File: src/rtl/frac_mult_sched_pkg.sv
// Shared types for the fraction-multiplier scheduler: FSM state encoding and default widths.
package frac_mult_sched_pkg;

  typedef enum logic [2:0] {
    S_DRAIN = 3'd0,
    S_IDLE  = 3'd1,
    S_START = 3'd2,
    S_WAIT  = 3'd3,
    S_RESP  = 3'd4
  } fms_state_e;

  localparam int DEF_W    = 4;
  localparam int DEF_NREQ = 4;

endpackage

File: src/rtl/frac_mult_rr_pick.sv
// Combinational rotating-priority pick: first requester at or after ptr that is not excluded.
module frac_mult_rr_pick #(
  parameter int NREQ = 4,
  parameter int IW   = 2
) (
  input  logic [NREQ-1:0] req,
  input  logic [IW-1:0]   ptr,
  input  logic [NREQ-1:0] excl,
  output logic            valid,
  output logic [IW-1:0]   idx
);

  logic [NREQ-1:0] cand;
  logic [IW-1:0]   pos;

  // Walk offsets from far to near so the closest candidate to ptr wins last.
  always_comb begin
    cand  = req & ~excl;
    valid = |cand;
    idx   = '0;
    pos   = '0;
    for (int k = NREQ - 1; k >= 0; k--) begin
      pos = IW'((int'(ptr) + k) % NREQ);
      if (cand[pos]) idx = pos;
    end
  end

endmodule

File: src/rtl/frac_mult_sched.sv
// Round-robin scheduler sharing one St/Done fraction multiplier among NREQ requesters.
// Optional FMS_TIMEOUT_EN: abort a WAIT that sees no MulDone within TIMEOUT cycles.
module frac_mult_sched
  import frac_mult_sched_pkg::*;
#(
  parameter int NREQ    = DEF_NREQ,
  parameter int W       = DEF_W,
  parameter int DRAIN   = 6,
  parameter int TIMEOUT = 15
) (
  input  logic              CLK,
  input  logic              Rst,
  input  logic [NREQ-1:0]   Req,
  input  logic [NREQ*W-1:0] ReqMplier,
  input  logic [NREQ*W-1:0] ReqMcand,
  output logic [NREQ-1:0]   RspAck,
  output logic [2*W-2:0]    RspProduct,
  output logic [2:0]        GntId,
  output logic              Busy,
  output logic              Err,
  output logic              MulSt,
  output logic [W-1:0]      MulMplier,
  output logic [W-1:0]      MulMcand,
  input  logic [2*W-2:0]    MulProduct,
  input  logic              MulDone
);

  localparam int IW   = $clog2(NREQ);
  localparam int CMAX = (DRAIN > TIMEOUT) ? DRAIN : TIMEOUT;
  localparam int CW   = $clog2(CMAX + 1);

  fms_state_e      state, nxt;
  logic [IW-1:0]   ptr, gnt, gnt_inc, pick_ptr, win;
  logic [NREQ-1:0] excl;
  logic [CW-1:0]   cnt;
  logic            pick_vld, grant, drain_done, timeout;

  assign gnt_inc    = (gnt == IW'(NREQ - 1)) ? '0 : gnt + IW'(1);
  assign drain_done = (cnt == CW'(DRAIN - 1));

  // In RESP the pointer update is still in flight, so pick from its next value.
  assign pick_ptr = (state == S_RESP) ? gnt_inc : ptr;
  assign excl     = (state == S_RESP) ? (NREQ'(1) << gnt) : '0;

  frac_mult_rr_pick #(.NREQ(NREQ), .IW(IW)) u_pick (
    .req   (Req),
    .ptr   (pick_ptr),
    .excl  (excl),
    .valid (pick_vld),
    .idx   (win)
  );

  assign grant = pick_vld && (state == S_IDLE || state == S_RESP);

`ifdef FMS_TIMEOUT_EN
  assign timeout = (state == S_WAIT) && !MulDone && (cnt == CW'(TIMEOUT - 1));
`else
  assign timeout = 1'b0;
`endif

  always_comb begin
    nxt = state;
    case (state)
      S_DRAIN: if (drain_done) nxt = S_IDLE;
      S_IDLE:  if (pick_vld) nxt = S_START;
      S_START: nxt = S_WAIT;
      S_WAIT: begin
        if (MulDone)      nxt = S_RESP;
        else if (timeout) nxt = S_DRAIN;
      end
      S_RESP:  nxt = pick_vld ? S_START : S_IDLE;
      default: nxt = S_DRAIN;
    endcase
  end

  always_ff @(posedge CLK) begin
    if (Rst) begin
      state      <= S_DRAIN;
      cnt        <= '0;
      ptr        <= '0;
      gnt        <= '0;
      MulMplier  <= '0;
      MulMcand   <= '0;
      RspProduct <= '0;
      Err        <= 1'b0;
    end else begin
      state <= nxt;
      Err   <= timeout;
      if (state != nxt)                           cnt <= '0;
      else if (state == S_DRAIN || state == S_WAIT) cnt <= cnt + CW'(1);
      if (grant) begin
        gnt       <= win;
        MulMplier <= ReqMplier[win*W +: W];
        MulMcand  <= ReqMcand[win*W +: W];
      end
      if (state == S_RESP || timeout) ptr <= gnt_inc;
      if (state == S_WAIT && MulDone) RspProduct <= MulProduct;
    end
  end

  assign MulSt  = (state == S_START);
  assign Busy   = (state != S_IDLE);
  assign RspAck = (state == S_RESP) ? (NREQ'(1) << gnt) : '0;
  assign GntId  = 3'(gnt);

endmodule

File: config.mk
export PLATFORM = sky130hd
export DESIGN_NAME = frac_mult_sched
export DESIGN_NICKNAME = d
export VERILOG_FILES = /design/src/rtl/frac_mult_sched_pkg.sv /design/src/rtl/frac_mult_rr_pick.sv /design/src/rtl/frac_mult_sched.sv
export SDC_FILE = /design/constraint.sdc
export NUM_CORES = 1
export LEC_CHECK = 0
export ABC_CLOCK_PERIOD_IN_PS = 2100
export BUFFER_PORTS_ARGS = -buffer_cell sky130_fd_sc_hd__buf_2
export CAP_MARGIN = 15
export CORE_ASPECT_RATIO = 1.2
export CORE_MARGIN = 2
export CORE_UTILIZATION = 44
export CTS_BUF_LIST = sky130_fd_sc_hd__clkbuf_4 sky130_fd_sc_hd__clkbuf_8
export CTS_CLUSTER_DIAMETER = 80
export DETAILED_ROUTE_END_ITERATION = 10
export PLACE_DENSITY = 0.75
export SLEW_MARGIN = 30
export SYNTH_ARGS = -nofsm -noshare
export SYNTH_HDL_FRONTEND = slang
export SYNTH_SLANG_ARGS = --single-unit
export TNS_END_PERCENT = 5
File: constraint.sdc
create_clock -name CLK -period 2.1 [get_ports CLK]
set_input_delay 0 -clock CLK [delete_from_list [all_inputs] [get_ports CLK]]
set_output_delay 0 -clock CLK [all_outputs]
set_load 0.005 [all_outputs]
Word level (Yosys, flattened, before mapping)
Index checks and enable logic that the tools add are counted.

word-level totals
  register bits = 26
  output and inout bits = 25

cells by class
  add/sub/neg operators = 5
  $lt $le $gt $ge = 4
  equal/unequal tests = 8
  shift-type cells = 3
  muxes and demuxes = 20
  bitwise gates (word level) = 2
  reduce and logical (&&, ||, !) cells = 7

operators with widths
  kind                 count
  $shiftx 16x5->4      2
  $pmux 3 s5           1
  $mux 2               7
  $lt 2x3->1 const B   4
  $mux 3               3
  $bmux 1 s2           4
  $eq 3x2->1 const B   2
  $add 2x1->2 const B  2
  $add 2x2->2 const B  2
  $add 4x1->4 const B  1
  $and 4x4->4          1
  $eq 4x3->1 const B   1
  $mux 1               4
  $mux 4               1
  $not 4->4            1
  $reduce_or 4->1      1
  $shl 1x2->4 const A  1
  $eq 3x1->1 const B   1
  $eq 3x3->1 const B   1
  $logic_not 3->1      1
  $ne 3x1->1 const B   1
  $ne 3x3->1           1
  $eq 2x2->1 const B   1
  $logic_and 1x1->1    2
  2 further kinds      3

Depth between registers and ports, before layout
  depth after elaboration = 11
  gate-level depth with buffers = 10

By module
A second synthesis with hierarchy kept.

unflattened totals
  cell total of the unflattened synthesis = 167
  area total of the unflattened synthesis = 1605.3 µm²

modules (own cells, without submodules)
  module             instances  cells an instance  area an instance (µm²)  sequential area each (µm²)
  frac_mult_sched    1          152                1487.7                  520.5
  frac_mult_rr_pick  1          15                 117.6                   0.0

Worst setup path after synthesis
OpenSTA, ideal clock, no wires.

  path type = register to register
  from = register gnt[0]
  to = register MulMcand[0]
  library setup time = 0.133 ns
  arrival time = 2.203 ns
  required time = 1.967 ns
  path slack = -0.236 ns
  stages on the path, launching flop included = 10
  clock period less this slack = 2.336 ns
  cell sequence = dfxtp_1 > inv_1 > ha_1 > and3b_1 > a311o_1 > a221oi_2 > buf_6 > buf_12 > mux2i_1 > o221ai_1

on the way
  word-level cells in the longest chain between the ends = 11

ends and longest elaborated chain
  element                                            line                                              source
  from (decl)                                        frac_mult_sched.sv:33                             logic [IW-1:0] ptr, gnt, gnt_inc, pick_ptr, win;
  from (signal assigned)                             frac_mult_sched.sv:92                             gnt <= win;
  $add 2x1->2, or another cell as far along          frac_mult_sched.sv:38                             assign gnt_inc = (gnt == IW'(NREQ - 1)) ? '0 : gnt + IW'(1);
  $mux 2 / $mux 4 (equally long branches)            frac_mult_sched.sv:38, frac_mult_sched.sv:43
  $mux 2 / $not 4->4 (equally long branches)         n/a
  $add 2x2->2 / $and 4x4->4 (equally long branches)  frac_mult_rr_pick.sv:23, frac_mult_rr_pick.sv:18
  $bmux 1 s2                                         frac_mult_rr_pick.sv:24                           if (cand[pos]) idx = pos;
  $mux 1 (not written as such)                       frac_mult_rr_pick.sv:24
  $mux 2 (4 in a row)                                frac_mult_rr_pick.sv:24
  $shiftx 16x5->4                                    frac_mult_sched.sv:94                             MulMcand <= ReqMcand[win*W +: W];
  to (signal assigned)                               frac_mult_sched.sv:94
  to (decl)                                          frac_mult_sched.sv:23                             output logic [W-1:0] MulMcand,

Parallel ways exist; a longest one is shown, timed or not. The select of a mux whose other input is x is not followed.
A chain may end at the register's enable or synchronous reset.

Final worst setup path
  from = register gnt[0]
  to = register gnt[0]

on the way
  word-level cells in the longest chain between the ends = 10

ends and longest elaborated chain
  element                                            line
  $add 2x1->2, or another cell as far along          frac_mult_sched.sv:38
  $mux 2 / $mux 4 (equally long branches)            frac_mult_sched.sv:38, frac_mult_sched.sv:43
  $mux 2 / $not 4->4 (equally long branches)         n/a
  $add 2x2->2 / $and 4x4->4 (equally long branches)  frac_mult_rr_pick.sv:23, frac_mult_rr_pick.sv:18
  $bmux 1 s2                                         frac_mult_rr_pick.sv:24
  $mux 1 (not written as such)                       frac_mult_rr_pick.sv:24
  $mux 2 (4 in a row)                                frac_mult_rr_pick.sv:24

Parallel ways exist; a longest one is shown, timed or not. The select of a mux whose other input is x is not followed.

==> metrics.md <==
| Metric | Value |
|---|---|
| Post-Route WL | 4070 um |
| Synthesis-to-finish area growth | 40.1% |
| Total CTS buffers | 3 |
| EDFF count, synth | 0 |
| Worst Path Arrival | 2.37 ns |
| TritonRoute pass-1 iters | 6 |
| Max-cap violations | 0 |
| Failing checks | negative setup slack |
| Share of the synthesized area in the top cell type | 32.4% |
| Layout cell share with drive strength beyond 1 | 41.8% |
| Worst VDD drop | 484 uV |
| Die Wd | 59.1 um |
| Post-CTS Setup Repair Bufs | 0 |
| Clock Latency Late Sink | 0.27 ns |
| Avg WL per Cell | 13.1 um |
| Avg Cell Area, Syn | 8.68 um^2 |
| Via count | 1618 |
| Count of state elements after synthesis | 26 |
| Worst-path cell with the longest stage delay | or4bb_4 |
| Port-buffer cells | 68 |
| Min-Delay Path Class | in2reg |
| Largest area contributor in the netlist | dfxtp_1 |
| Placer congestion estimate | 0.957 |
| Core box area | 3570 um^2 |
| Synthesized cell area | 1610 um^2 |
| Fin Clk Skew | 0.00459 ns |
| RSZ-0062 raised after global routing | yes |
| TritonCTS clock tree | yes |
| # diodes | 0 |
| Post-Synthesis Cells | 185 |
| Final Max Slew Viols | 0 |
| DP Worst Slack | -0.0955 ns |
| Asr flop ratio synth | 0% |
| Fin crit period | 2.17 ns |
| Crit share post-route | 103% |
| Clk buf depth | 2 |
| Row cnt | 24 |
| # setup viols final | 9 |
| DR vias/cell | 5.19 |
| Power, Total | 1630 uW |
| HPWL after DPL | 3100 um |
| Post-synth top flop | dfxtp_1 |
| Die ar. | 4150 um^2 |
| Crit path largest cell delay | 0.54 ns |
| Max frequency | 461 MHz |
| Routed Antenna Nets | 0 |
| Crit Path Category | reg2reg |
| Hold Startpoint | ReqMplier[1] |
| Worst-path maximum fanout | 3 |
| # DRC | 0 |
| Final Non-Filler Cells | 312 |
| I/O pin count | 71 |
| Critical Path RT | 2.31 ns |
| Final WS setup | -0.0671 ns |
| Run status | complete, but fails checks |
| CP Capture Type | register |
| Pwr Density | 725 nW/um^2 |
| Critical Path Source | gnt[0] |
| Global-route wire length before repair | 6780 um |
| R2R setup slack | -0.07 ns |
| Num Clock Sinks | 26 |
| H-tree depth | 1 |
| Dpl cells | 301 |
| Die height | 70.2 um |
| Synth top cells by count | dfxtp_1, nand2_1, mux2i_1 |
| Top cells by area, synth | dfxtp_1, mux2i_1, nand2_1, ha_1, o221ai_1 |
| Critical R2R Launch | gnt[0] |
| Final net count | 326 |
| Initial DRC count | 27 |
| CP Launch Type | register |
| Yosys warning count | 0 |
| Setup tns final | -0.286 ns |
| Starting density of the core | 44.9% |
| Leakage dissipation | 0.00105 uW |
| Vias in the first global route | 1573 |
| Worst Hold Depth | 3 |
| Initial antenna violation count | 0 |
| CP cell instances | inv_2 > ha_4 > or4bb_4 > a22oi_2 > a311o_1 > buf_4 > mux2_1 > nor2_1 |
| GRT overflow | 0 |
| Total track usage | 20.7% |
| Largest net degree at the start of global routing | 18 |
| Worst Reg-to-Reg Cells | 8 |
| Seq/Total Area, Yosys | 32.4% |
| Final Hold Viols | 0 |
| CTS clk-pin slew, worst paths | 0.09 ns |
| CTS root buf | clkbuf_8 |
| Netlist cell types | 50 |
==> flip-flops by register name, summed over array words and instances (netlist names) <==
signal / cells
state: 3
MulMcand: 4
cnt: 4
RspProduct: 7
ptr: 2
MulMplier: 4
gnt: 2
==> layer usage <==
layer	GRT usage, %	wire [um]	up-vias
met5	0	0	-
met4	8.59	104	0
li1	-	-	824
met3	3.70	193	12
met2	35.7	2130	53
met1	24.6	1640	729
==> cell usage in the layout, fill, tap and decap left out, drive strengths merged, types with 2 or more instances in the layout <==
| master | n |
|---|---|
| a31oi | 2 |
| buf | 89 |
| and2 | 2 |
| nor3b | 2 |
| o221ai | 8 |
| xnor2 | 3 |
| a21oi | 8 |
| a311o | 2 |
| nor2 | 17 |
| nand2b | 3 |
| dfxtp | 26 |
| dlygate4sd3 | 7 |
| o211ai | 3 |
| xor2 | 2 |
| ha | 6 |
| inv | 10 |
| and3 | 2 |
| o31ai | 2 |
| o21ai | 5 |
| clkbuf | 4 |
| nand2 | 26 |
| nand3 | 3 |
| mux2i | 20 |
| conb | 2 |
==> final timing paths <==
check                       end
setup / recovery         gnt[0]
hold / removal     MulMplier[1]
setup reg to reg         gnt[0]
hold reg to reg   RspProduct[3]
==> metrics by stage <==
stage / util [%] / instance area [um^2] / hold slack [ns]
after floorplan: - / 1620 / 0.136
after global placement: 58.2 / 2080 / 0.242
after detailed placement: 58.2 / 2080 / 0.250
after CTS: 62.3 / 2220 / 0.0169
after global routing: 63.0 / 2250 / 0.0552
final: 63.0 / 2250 / 0.0135
==> layout make-up <==
cell class | count | area (um^2)
inverters | 10 | 37.5
multi-input cells | 137 | 1000
clock buffers | 4 | 55.1
repair buffers | 96 | 581
flip-flops and latches | 26 | 523
well taps | 39 | 48.8
fillers | 319 | 1320
==> power by group <==
| group | total [uW] | leakage, uW | switching [uW] | internal [uW] |
|---|---|---|---|---|
| Clock | 317 | 0.0000288 | 149 | 168 |
| Sequential | 618 | 0.000211 | 50.2 | 568 |
| Combinational | 696 | 0.000808 | 349 | 347 |
==> critical path: cells and delay by family, from the launching register on <==
kind / cells / cell delay [ns]
AND/OR/NAND/NOR: 2 / 0.63
AO/OA/AOI/OAI: 2 / 0.47
flip-flops: 1 / 0.33
multiplexers: 1 / 0.31
buffers and inverters: 2 / 0.23
adder cells (fa/ha/maj): 1 / 0.15
==> what timing repair did <==
item,CTS,global route
hold buffers,7,0
endpoints found under the hold margin,7,0
pin swaps,3,2
gates resized for setup,4,7
endpoints found under the setup margin,11,15
==> cells by family (layout without fill, tap and decap cells) <==
group | count (synthesis) | after routing | synth area share, %
other cells | 1 | 2 | 0.234
buf+inv | 23 | 110 | 8.89
compound gates | 37 | 37 | 17.0
fa+ha+maj | 6 | 6 | 4.68
flops | 26 | 26 | 32.4
simple gates | 66 | 66 | 20.9
mux | 21 | 21 | 13.2
xor+xnor | 5 | 5 | 2.73
(Power assumes the default switching activity.)
